===== config.mk =====
export PLATFORM = sky130hd
export DESIGN_NAME = ex_stage_ctrl
export DESIGN_NICKNAME = d
export VERILOG_FILES = /design/src/rtl/ex_stage_ctrl.sv
export SDC_FILE = /design/constraint.sdc
export NUM_CORES = 1
export LEC_CHECK = 0
export ABC_AREA = 1
export CAP_MARGIN = 20
export CORE_AREA = 10 10 219 221
export DETAILED_ROUTE_END_ITERATION = 16
export DIE_AREA = 0 0 229 231
export GPL_TIMING_DRIVEN = 1
export PLACE_DENSITY_LB_ADDON = 0.25
export RECOVER_POWER = 25
export SYNTH_ARGS = -nofsm -noshare
export SYNTH_HDL_FRONTEND = slang
export SYNTH_SLANG_ARGS = --single-unit

===== constraint.sdc =====
create_clock -name clk -period 2 [get_ports clk]
set_input_delay 0.5 -clock clk [delete_from_list [all_inputs] [get_ports clk]]
set_output_delay 0.5 -clock clk [all_outputs]
set_load 0.01 [all_outputs]

===== src/rtl/ex_stage_ctrl.sv =====
// ----------------------------------------------------------------------------
// ex_stage_ctrl
//   Execute-stage pipeline controller. Instructions arrive from ID over a
//   valid/ready handshake, sit in the EX operand register (which feeds a
//   purely combinational ALU outside this block) and the ALU result is
//   captured in the EX/MEM register. A one-entry skid buffer lets the ID-side
//   ready be a flop, so no combinational path exists from i_mem_ready to
//   o_id_ready. A redirect (i_flush) kills EX and skid contents but leaves the
//   older MEM entry alone. A saturating counter tracks cycles EX was blocked.
//
// Ports
//   clk, rst_n      clock (rising edge) / asynchronous active-low reset
//   i_id_struct     instruction bundle from ID
//   i_id_valid      i_id_struct valid
//   o_id_ready      registered ready toward ID
//   o_alu_struct    EX operand register to the ALU (is_valid = EX occupied)
//   i_alu_struct    ALU result bundle, combinational from o_alu_struct
//   o_mem_struct    registered EX/MEM bundle
//   o_mem_valid     o_mem_struct valid
//   i_mem_ready     MEM consumes o_mem_struct this cycle
//   i_flush         redirect: kill EX and skid contents
//   o_stall_cnt     saturating count of EX stall cycles
//   o_busy          any valid entry held (EX, skid or MEM)
// ----------------------------------------------------------------------------
package ex_stage_pkg;
  typedef struct packed {
    logic        is_valid;
    logic [31:0] pc;
    logic [3:0]  alu_op;
    logic [4:0]  rd;
    logic [31:0] rs1_data;
    logic [31:0] rs2_data;
    logic [31:0] rf_wr_data;
  } interconnection_struct;
endpackage

module ex_stage_ctrl
  import ex_stage_pkg::*;
#(
  parameter int CNT_W = 32
) (
  input  logic                  clk,
  input  logic                  rst_n,
  input  interconnection_struct i_id_struct,
  input  logic                  i_id_valid,
  output logic                  o_id_ready,
  output interconnection_struct o_alu_struct,
  input  interconnection_struct i_alu_struct,
  output interconnection_struct o_mem_struct,
  output logic                  o_mem_valid,
  input  logic                  i_mem_ready,
  input  logic                  i_flush,
  output logic [CNT_W-1:0]      o_stall_cnt,
  output logic                  o_busy
);

  // Occupancy is encoded directly as {ex_valid, skid_valid}; 2'b01 (skid
  // holding while EX is empty) has no name and must never be reached.
  typedef enum logic [1:0] {
    OCC_EMPTY = 2'b00,
    OCC_ONE   = 2'b10,
    OCC_FULL  = 2'b11
  } occ_t;

  localparam logic [CNT_W-1:0] CNT_MAX = '1;

  occ_t                  r_occ;
  occ_t                  w_occ_next;
  interconnection_struct r_ex;
  interconnection_struct r_skid;
  interconnection_struct r_mem;
  logic                  r_mem_valid;
  logic                  r_id_ready;
  logic [CNT_W-1:0]      r_stall_cnt;

  logic w_ex_valid;
  logic w_skid_valid;
  logic w_accept;
  logic w_ex_adv;
  logic w_ex_free;
  logic w_ex_valid_next;
  logic w_skid_valid_next;
  logic w_ex_load_skid;
  logic w_ex_load_in;
  logic w_skid_load;

  assign w_ex_valid   = r_occ[1];
  assign w_skid_valid = r_occ[0];

  assign w_accept  = i_id_valid & r_id_ready;
  assign w_ex_adv  = w_ex_valid & (~r_mem_valid | i_mem_ready);
  assign w_ex_free = ~w_ex_valid | w_ex_adv;

  // --------------------------------------------------------------------------
  // Occupancy FSM: next state and load strobes
  // --------------------------------------------------------------------------
  always_comb begin
    w_ex_valid_next   = w_ex_valid;
    w_skid_valid_next = w_skid_valid;
    w_ex_load_skid    = 1'b0;
    w_ex_load_in      = 1'b0;
    w_skid_load       = 1'b0;

    if (i_flush) begin
      // Anything accepted this cycle is dropped along with EX and skid.
      w_ex_valid_next   = 1'b0;
      w_skid_valid_next = 1'b0;
    end else begin
      // The skid entry is older than anything on the input, so it refills EX
      // first. While skid is valid o_id_ready is low, so accept cannot also
      // be high here.
      if (w_skid_valid && w_ex_free) begin
        w_ex_load_skid    = 1'b1;
        w_ex_valid_next   = 1'b1;
        w_skid_valid_next = 1'b0;
      end else if (w_accept && w_ex_free) begin
        w_ex_load_in    = 1'b1;
        w_ex_valid_next = 1'b1;
      end else if (w_ex_adv) begin
        w_ex_valid_next = 1'b0;
      end

      // EX is blocked: park the accepted instruction in the skid buffer.
      if (w_accept && !w_ex_free) begin
        w_skid_load       = 1'b1;
        w_skid_valid_next = 1'b1;
      end
    end

    w_occ_next = occ_t'({w_ex_valid_next, w_skid_valid_next});
  end

  always_ff @(posedge clk or negedge rst_n) begin
    if (!rst_n) begin
      r_occ      <= OCC_EMPTY;
      r_id_ready <= 1'b1;
    end else begin
      r_occ      <= w_occ_next;
      // Ready only drops when the skid will be holding an entry.
      r_id_ready <= ~w_skid_valid_next;
    end
  end

  // --------------------------------------------------------------------------
  // EX operand register and skid buffer payloads
  // --------------------------------------------------------------------------
  always_ff @(posedge clk or negedge rst_n) begin
    if (!rst_n) begin
      r_ex   <= '0;
      r_skid <= '0;
    end else begin
      if (w_ex_load_skid) begin
        r_ex <= r_skid;
      end else if (w_ex_load_in) begin
        r_ex <= i_id_struct;
      end
      if (w_skid_load) begin
        r_skid <= i_id_struct;
      end
    end
  end

  // --------------------------------------------------------------------------
  // EX/MEM register. A flush never writes MEM, even if EX was advancing;
  // the entry already in MEM is older than the redirect and is kept.
  // --------------------------------------------------------------------------
  always_ff @(posedge clk or negedge rst_n) begin
    if (!rst_n) begin
      r_mem       <= '0;
      r_mem_valid <= 1'b0;
    end else if (w_ex_adv && !i_flush) begin
      r_mem       <= i_alu_struct;
      r_mem_valid <= 1'b1;
    end else if (i_mem_ready) begin
      r_mem_valid <= 1'b0;
    end
  end

  // --------------------------------------------------------------------------
  // Saturating stall counter: EX holds an instruction that cannot move on.
  // --------------------------------------------------------------------------
  always_ff @(posedge clk or negedge rst_n) begin
    if (!rst_n) begin
      r_stall_cnt <= '0;
    end else if (w_ex_valid && !w_ex_adv && !i_flush && (r_stall_cnt != CNT_MAX)) begin
      r_stall_cnt <= r_stall_cnt + 1'b1;
    end
  end

  // --------------------------------------------------------------------------
  // Outputs
  // --------------------------------------------------------------------------
  always_comb begin
    o_alu_struct          = r_ex;
    o_alu_struct.is_valid = w_ex_valid;
  end

  assign o_id_ready   = r_id_ready;
  assign o_mem_struct = r_mem;
  assign o_mem_valid  = r_mem_valid;
  assign o_stall_cnt  = r_stall_cnt;
  assign o_busy       = w_ex_valid | w_skid_valid | r_mem_valid;

  a_occ_legal: assert property (@(posedge clk) disable iff (!rst_n)
    r_occ inside {OCC_EMPTY, OCC_ONE, OCC_FULL});

endmodule


==> summary.txt, run 1 <==
CTS
  • Clock transition time at the flip-flop clock pins of the worst setup and hold paths: 0.06 ns
  • Clock latency of the later-clocked register in the worst-skew pair: 0.58 ns
  • Clock tree root buffer cell: clkbuf_16
  • Clock buffers created by TritonCTS: 47
  • CTS tree: done
  • Deepest level of the CTS H-tree: 2
  • Max Root-Sink Buffers: 3
  • Total clock sinks: 448

Drt
  • Post-Route WL: 66000 microns
  • Initial detailed-routing violation count: 1067
  • Via/cell ratio: 5.007
  • Total number of vias: 16208
  • WL/cell: 20.39 microns
  • Remaining number of nets flagged by the antenna check after routing: 0
  • Detailed Routing Iterations Pass 1: 5
  • Post-route DRC: 0

Final layout
  • Final cell utilization of the core: 63.02%
  • Count of placed standard cells in the final layout, fillers left out: 3237
  • Synth-to-Final Area Change: 44.47%
  • Layout Cell Area excl Fill: 27560 sq um
  • Multi-input gate area in the final layout: 6721 sq um
  • Filler Cells Inserted: 3699
  • Layout cells sized above 1: 8.843%
  • Post-layout nets: 2879
  • Sequential standard cell area: 11240 sq um

Synthesis
  • Post-Syn Instances: 1973
  • Yosys reg bits: 448
  • Ranking of synthesized cells by area: dfrtp_1 (59%), nand2_1 (14%), mux2_1 (7.1%)
  • Distinct cell type count after synthesis: 32
  • Syn_area_per_cell: 9.670 sq um
  • Fraction of synthesized cell area taken by the top area cell type: 58.63%
  • Syn. warnings: 0
  • Post-synth top area cell: dfrtp_1
  • Syn_nets: 2255
  • Mapped cell area: 19080 sq um
  • Sequential fraction of the synthesis area: 58.76%

Die
  • DIE HEIGHT: 231 microns
  • Core ar.: 43740 sq um
  • Starting density of the core: 43.62%
  • Area of the die: 52900 sq um
  • Ports placed on the boundary: 592
  • Die Wd: 229 microns
  • Cell Rows: 77

Outcome
  • Status: completed

Timing
  • Number of endpoints failing setup at the final stage: 0
  • Largest clock skew in the final design: 0.01852 ns
  • Clock period minus final worst setup slack: 1.964 ns
  • Number of max-slew violations in the final report: 0
  • Relative max-transition margin: 33.75%
  • Least-Margin Pin Slew: 0.9938 ns
  • Highest Clock Rate: 0.5091 GHz
  • RSZ-0062 raised after global routing: false
  • Final hold violation count: 0
  • Final period util: 98.21%

Global route
  • Global Route Usage Sum: 24.29%
  • Antenna violations before repair: 15
  • GR Overflow Total: 0
  • First-pass GRT wire length: 100100 microns
  • Largest net degree at the start of global routing: 66
  • Via count of the first global-routing pass: 16644

Setup path
  • Worst R2R Start: o_stall_cnt[1]
  • Peak per-stage delay on the critical path: 0.56 ns
  • R2R depth: 9
  • Top fanout value on the critical path: 2
  • Worst reg2reg setup slack: 0.18 ns
  • Crit-path leading delay family: buffers and inverters
  • Crit Path Category: register to output pin
  • Sum of buffers and inverters on the critical path: 1
  • Critical path cell sequence: clkdlybuf4s50_1
  • Endpoint type of the worst setup path: output pin
  • Reg2reg end: o_stall_cnt[9]
  • CP arrival: 1.46 ns
  • Type of element launching the critical path: register
  • Crit path required time: 1.50 ns
  • Cell at the slowest stage of the critical path: clkdlybuf4s50_1

Power and ir drop
  • Power Total: 25.39 mW
  • Static power due to leakage: 14.15 nW
  • Largest vdd supply drop: 833.1 uV
  • PwrDens: 921.0 nW/um^2

Placed design
  • IO buf count: 590
  • HPWL after detailed placement: 50200 microns
  • Total placed cells including tap cells: 3134
  • Placement Cell Area: 26280 sq um
  • GPL Wtd Cong: 0.8965

Job
  • Max Cap Viol: 0

Worst hold path
  • Class of the worst hold path: input pin to async pin
-- timing repair --
action	in CTS	in global routing
cloned	0	0
hold buffers	1	0
hold endpoints to repair	29	0
gates resized for setup	303	27
setup buffers	5	0
setup endpoints to repair	284	48
-- layer usage --
layer  up-vias  global-route usage, %  routed length (microns)
met2       555                  40.79                    32830
met1      7896                  27.96                    25360
met3       116                  7.800                     5146
met5         -                      0                       83
met4        10                  11.09                     2585
li1       7631                      -                        -
-- power by group --
| group | switching (mW) | internal, mW |
|---|---|---|
| Combinational | 2.70 | 2.49 |
| Clock | 3.61 | 5.22 |
| Sequential | 0.799 | 10.6 |
-- worst max path at each step --
stage | from | endpoint | slack, ns | cells after the start
floorplan | o_stall_cnt[1] | o_stall_cnt[13] | 0.40 | 9
global placement | i_mem_ready | o_mem_struct[0] | -0.17 | 6
detailed placement | i_mem_ready | o_mem_struct[100] | -0.18 | 6
CTS | o_mem_struct[63] | o_mem_struct[63] | 0.0002 | 1
global route | o_id_ready | o_id_ready | 0.002 | 1
finish | o_mem_struct[5] | o_mem_struct[5] | 0.04 | 1
-- flip-flops by register name, indices dropped and copies added, names as in the netlist --
register / flops
o_mem_valid: 1
r_skid: 137
r_occ: 2
o_mem_struct: 138
o_id_ready: 1
o_stall_cnt: 32
o_alu_struct: 137
-- cell families after synthesis --
family / count (synthesis) / share of synthesized area [%]
flip-flops: 448 / 58.76
AND/OR/NAND/NOR: 822 / 17.04
adder cells (fa/ha/maj): 1 / 0.06557
XOR/XNOR: 14 / 0.6427
AO/OA/AOI/OAI: 276 / 9.056
multiplexers: 138 / 8.145
buffers and inverters: 274 / 6.282
-- cell usage in the layout (no fill, tap or decap), types with 6 or more instances in the layout --
master           count
inv_1              159
nand3_1             13
nand3b_1            12
xnor2_1              6
clkinv_2            10
buf_4               60
xor2_1               8
mux2_2              18
clkbuf_16           48
o21ai_0              7
o211ai_1           137
mux2_1             120
o21ai_1            130
nand2_1            721
clkbuf_1            15
dlymetal6s2s_1      24
nor2_1              47
dfrtp_1            428
clkbuf_8            11
clkdlybuf4s50_1    281
dfrtp_2             19
diode_2             10
dlygate4sd2_1      281
buf_12              27
-- metrics by stage --
stage / worst slack, ns / setup TNS, ns / hold slack, ns
after CTS: 0.0001661 / 0 / 0.4465
after global routing: 0.001571 / 0 / 0.4259
after global placement: -0.1654 / -31.19 / 0.4617
after floorplan: 0.4018 / 0 / 0.2044
after detailed placement: -0.1804 / -39.38 / 0.4583
final: 0.03578 / 0 / 0.4283
-- synthesized netlist by cell type, drive strengths merged --
master    n
mux2    138
nand4     4
and2      2
nor2     56
a21oi     2
dfstp     1
nor3      3
xnor2     6
buf     103
dfrtp   447
nand2   729
o211ai  137
nand3b   12
nand3    16
o21ai   137
inv     163
xor2      8
ha        1
clkbuf    8
-- area by class of cell --
| class | instances | area share [%] |
|---|---|---|
| repair buffers | 686 | 24.16 |
| diodes | 10 | 0.09079 |
| well taps | 592 | 2.687 |
| multi-input cells | 1251 | 24.38 |
| flip-flops and latches | 448 | 40.76 |
| inverters | 163 | 2.229 |
| clock buffers | 72 | 5.084 |
| clock inverters | 15 | 0.5992 |
Power figures use the tool's default switching activity.
==> run 2: changes to the inputs <==
--- a/config.mk
+++ b/config.mk
@@ -11,7 +11,7 @@
 export DETAILED_ROUTE_END_ITERATION = 16
 export DIE_AREA = 0 0 229 231
 export GPL_TIMING_DRIVEN = 1
-export PLACE_DENSITY_LB_ADDON = 0.25
+export PLACE_DENSITY = 0.83
 export RECOVER_POWER = 25
 export SYNTH_ARGS = -nofsm -noshare
 export SYNTH_HDL_FRONTEND = slang
==> summary.txt, run 2 (same netlist as run 1, synthesis figures left out) <==
Outcome
  • Status: completed

Die
  • Starting density of the core: 43.62% (unchanged)
  • Cell Rows: 77 (unchanged)
  • Area of the die: 52900 sq um (unchanged)
  • Ports placed on the boundary: 592 (unchanged)
  • DIE HEIGHT: 231 microns (unchanged)
  • Die Wd: 229 microns (unchanged)
  • Core ar.: 43740 sq um (unchanged)

Drt
  • Detailed Routing Iterations Pass 1: 6 (+1)
  • Via/cell ratio: 5.213 (+4.1%)
  • Remaining number of nets flagged by the antenna check after routing: 0 (unchanged)
  • Initial detailed-routing violation count: 1317 (+23%)
  • WL/cell: 21.13 microns (+3.6%)
  • Total number of vias: 16839 (+3.9%)
  • Post-Route WL: 68240 microns (+3.4%)
  • Post-route DRC: 0 (unchanged)

CTS
  • Clock latency of the later-clocked register in the worst-skew pair: 0.58 ns (about the same)
  • Clock buffers created by TritonCTS: 47 (unchanged)
  • Max Root-Sink Buffers: 3 (unchanged)
  • Total clock sinks: 448 (unchanged)
  • Clock tree root buffer cell: clkbuf_16
  • CTS tree: done
  • Deepest level of the CTS H-tree: 2 (unchanged)
  • Clock transition time at the flip-flop clock pins of the worst setup and hold paths: 0.06 ns (about the same)

Timing
  • Sum Neg Setup Slack: 0 ns (unchanged)
  • Largest clock skew in the final design: 0.02901 ns (+0.01049 ns)
  • Final period util: 99.09% (+0.88 points)
  • Highest Clock Rate: 0.5046 GHz (-0.88%)
  • Relative max-transition margin: 37.64% (+3.9 points)
  • Least-Margin Pin Slew: 0.9354 ns (-0.05844 ns)
  • Number of endpoints failing setup at the final stage: 0 (unchanged)
  • Number of max-slew violations in the final report: 0 (unchanged)
  • Clock period minus final worst setup slack: 1.982 ns (+0.01751 ns)
  • Final hold violation count: 0 (unchanged)
  • Worst slack on hold paths: 0.4720 ns (+0.04368 ns)

Global route
  • Layer with the highest usage: met2
  • Antenna violations before repair: 5 (-10)
  • Via count of the first global-routing pass: 17368 (+4.3%)
  • Largest net degree at the start of global routing: 65 (-1.5%)
  • Global Route Usage Sum: 24.94% (+0.65 points)
  • First-pass GRT wire length: 103200 microns (+3.2%)
  • Met3 usage in global routing: 6.193% (-1.6 points)
  • GR Overflow Total: 0 (unchanged)
  • GRT met1 Usage: 27.83% (-0.13 points)
  • Global Route met2 Usage: 42.41% (+1.6 points)

Final layout
  • Filler Cells Inserted: 3408 (-7.9%)
  • Highest-count cells in the layout ignoring fill and taps: nand2_1 (721), dfrtp_1 (429), clkdlybuf4s50_1 (291), dlygate4sd2_1 (280), inv_1 (159)
  • Number of flip-flops in the largest register: 138 (unchanged)
  • Post-layout nets: 2879 (unchanged)
  • Synth-to-Final Area Change: 44.59% (about the same)
  • Multi-input gate area in the final layout: 6721 sq um (unchanged)
  • Most frequent standard cell in the layout excluding fill and tap cells: nand2_1
  • Layout cells sized above 1: 8.587% (-0.26 points)
  • Sequential standard cell area: 11230 sq um (about the same)
  • Layout Cell Area excl Fill: 27590 sq um (about the same)

Worst hold path
  • Class of the worst hold path: register to register
  • Hold Crit Depth: 2

Setup path
  • Cell at the slowest stage of the critical path: clkdlybuf4s50_1
  • CP arrival: 1.48 ns (+0.02 ns)
  • Crit-path leading delay family: buffers and inverters
  • Critical path cell sequence: clkdlybuf4s50_1
  • Sum of buffers and inverters on the critical path: 1 (unchanged)
  • Endpoint type of the worst setup path: output pin
  • Type of element launching the critical path: register
  • Crit path required time: 1.50 ns (about the same)
  • Top fanout value on the critical path: 2 (unchanged)
  • Crit Path Category: register to output pin
  • WP depth: 1 (unchanged)
  • R2R depth: 9 (unchanged)
  • Peak per-stage delay on the critical path: 0.55 ns (about the same)

Placed design
  • Placement Cell Area: 26300 sq um (about the same)
  • IO buf count: 590 (unchanged)
  • HPWL after detailed placement: 50400 microns (+0.39%)
  • GPL Wtd Cong: 0.9474 (+5.7%)

Power and ir drop
  • Largest vdd supply drop: 620.8 uV (-25%)
  • PwrDens: 933.0 nW/um^2 (+1.3%)
  • Static power due to leakage: 14.07 nW (-0.58%)

Job
  • Max Cap Viol: 0 (unchanged)
## run 2: timing repair
action	in CTS	in global routing
setup endpoints to repair	284	22
hold buffers	1	0
hold endpoints to repair	32	0
gates resized for setup	300	18
setup buffers	6	0
pin swaps	0	0
## run 2: layout make-up
type	count	share of cell area [%]
Clock inverter	20	0.8980
Timing Repair Buffer	686	24.18
Multi-Input combinational cell	1251	24.36
Clock buffer	64	4.862
Tap cell	592	2.685
Antenna cell	6	0.05443
Sequential cell	448	40.72
Inverter	163	2.227
## run 2: final timing paths
path / slack (ns) / startpoint / to
min: 0.47 / o_alu_struct[104] / o_alu_struct[104]
max reg2reg: 0.21 / o_stall_cnt[0] / o_stall_cnt[3]
min in group asynchronous: 0.66 / rst_n / o_alu_struct[72]
min reg2reg: 0.47 / o_alu_struct[104] / o_alu_struct[104]
max in group asynchronous: 0.20 / rst_n / o_mem_struct[78]
max: 0.02 / o_mem_struct[9] / o_mem_struct[9]
## run 2: per-stage QoR
| step | setup slack [ns] | total power [mW] | std cells | util [%] |
|---|---|---|---|---|
| after floorplan | 0.4018 | 13.45 | 1973 | - |
| after global placement | -0.1661 | 17.29 | 3133 | 60.12 |
| after detailed placement | -0.2220 | 17.58 | 3133 | 60.12 |
| after CTS | 0.00009082 | 25.99 | 3224 | 63.13 |
| after global routing | -0.02052 | 26.77 | 3228 | 63.06 |
| final | 0.01827 | 25.74 | 3230 | 63.07 |
## run 2: power breakdown
group | internal (mW) | switching [mW]
logic | 2.52 | 2.77
clock network | 5.34 | 3.68
registers | 10.6 | 0.854
## run 2: routing by layer
layer / share of wire, % / wire length, microns
met5: 0.016 / 11
met4: 6.2 / 4228
met3: 7.2 / 4932
met2: 50 / 33830
met1: 37 / 25240
## run 2: tightest hold or removal path, cell delays in order (launching register included)
cell and delay, ns:
dfrtp_1 0.34, nand2_1 0.05, nand2_1 0.05
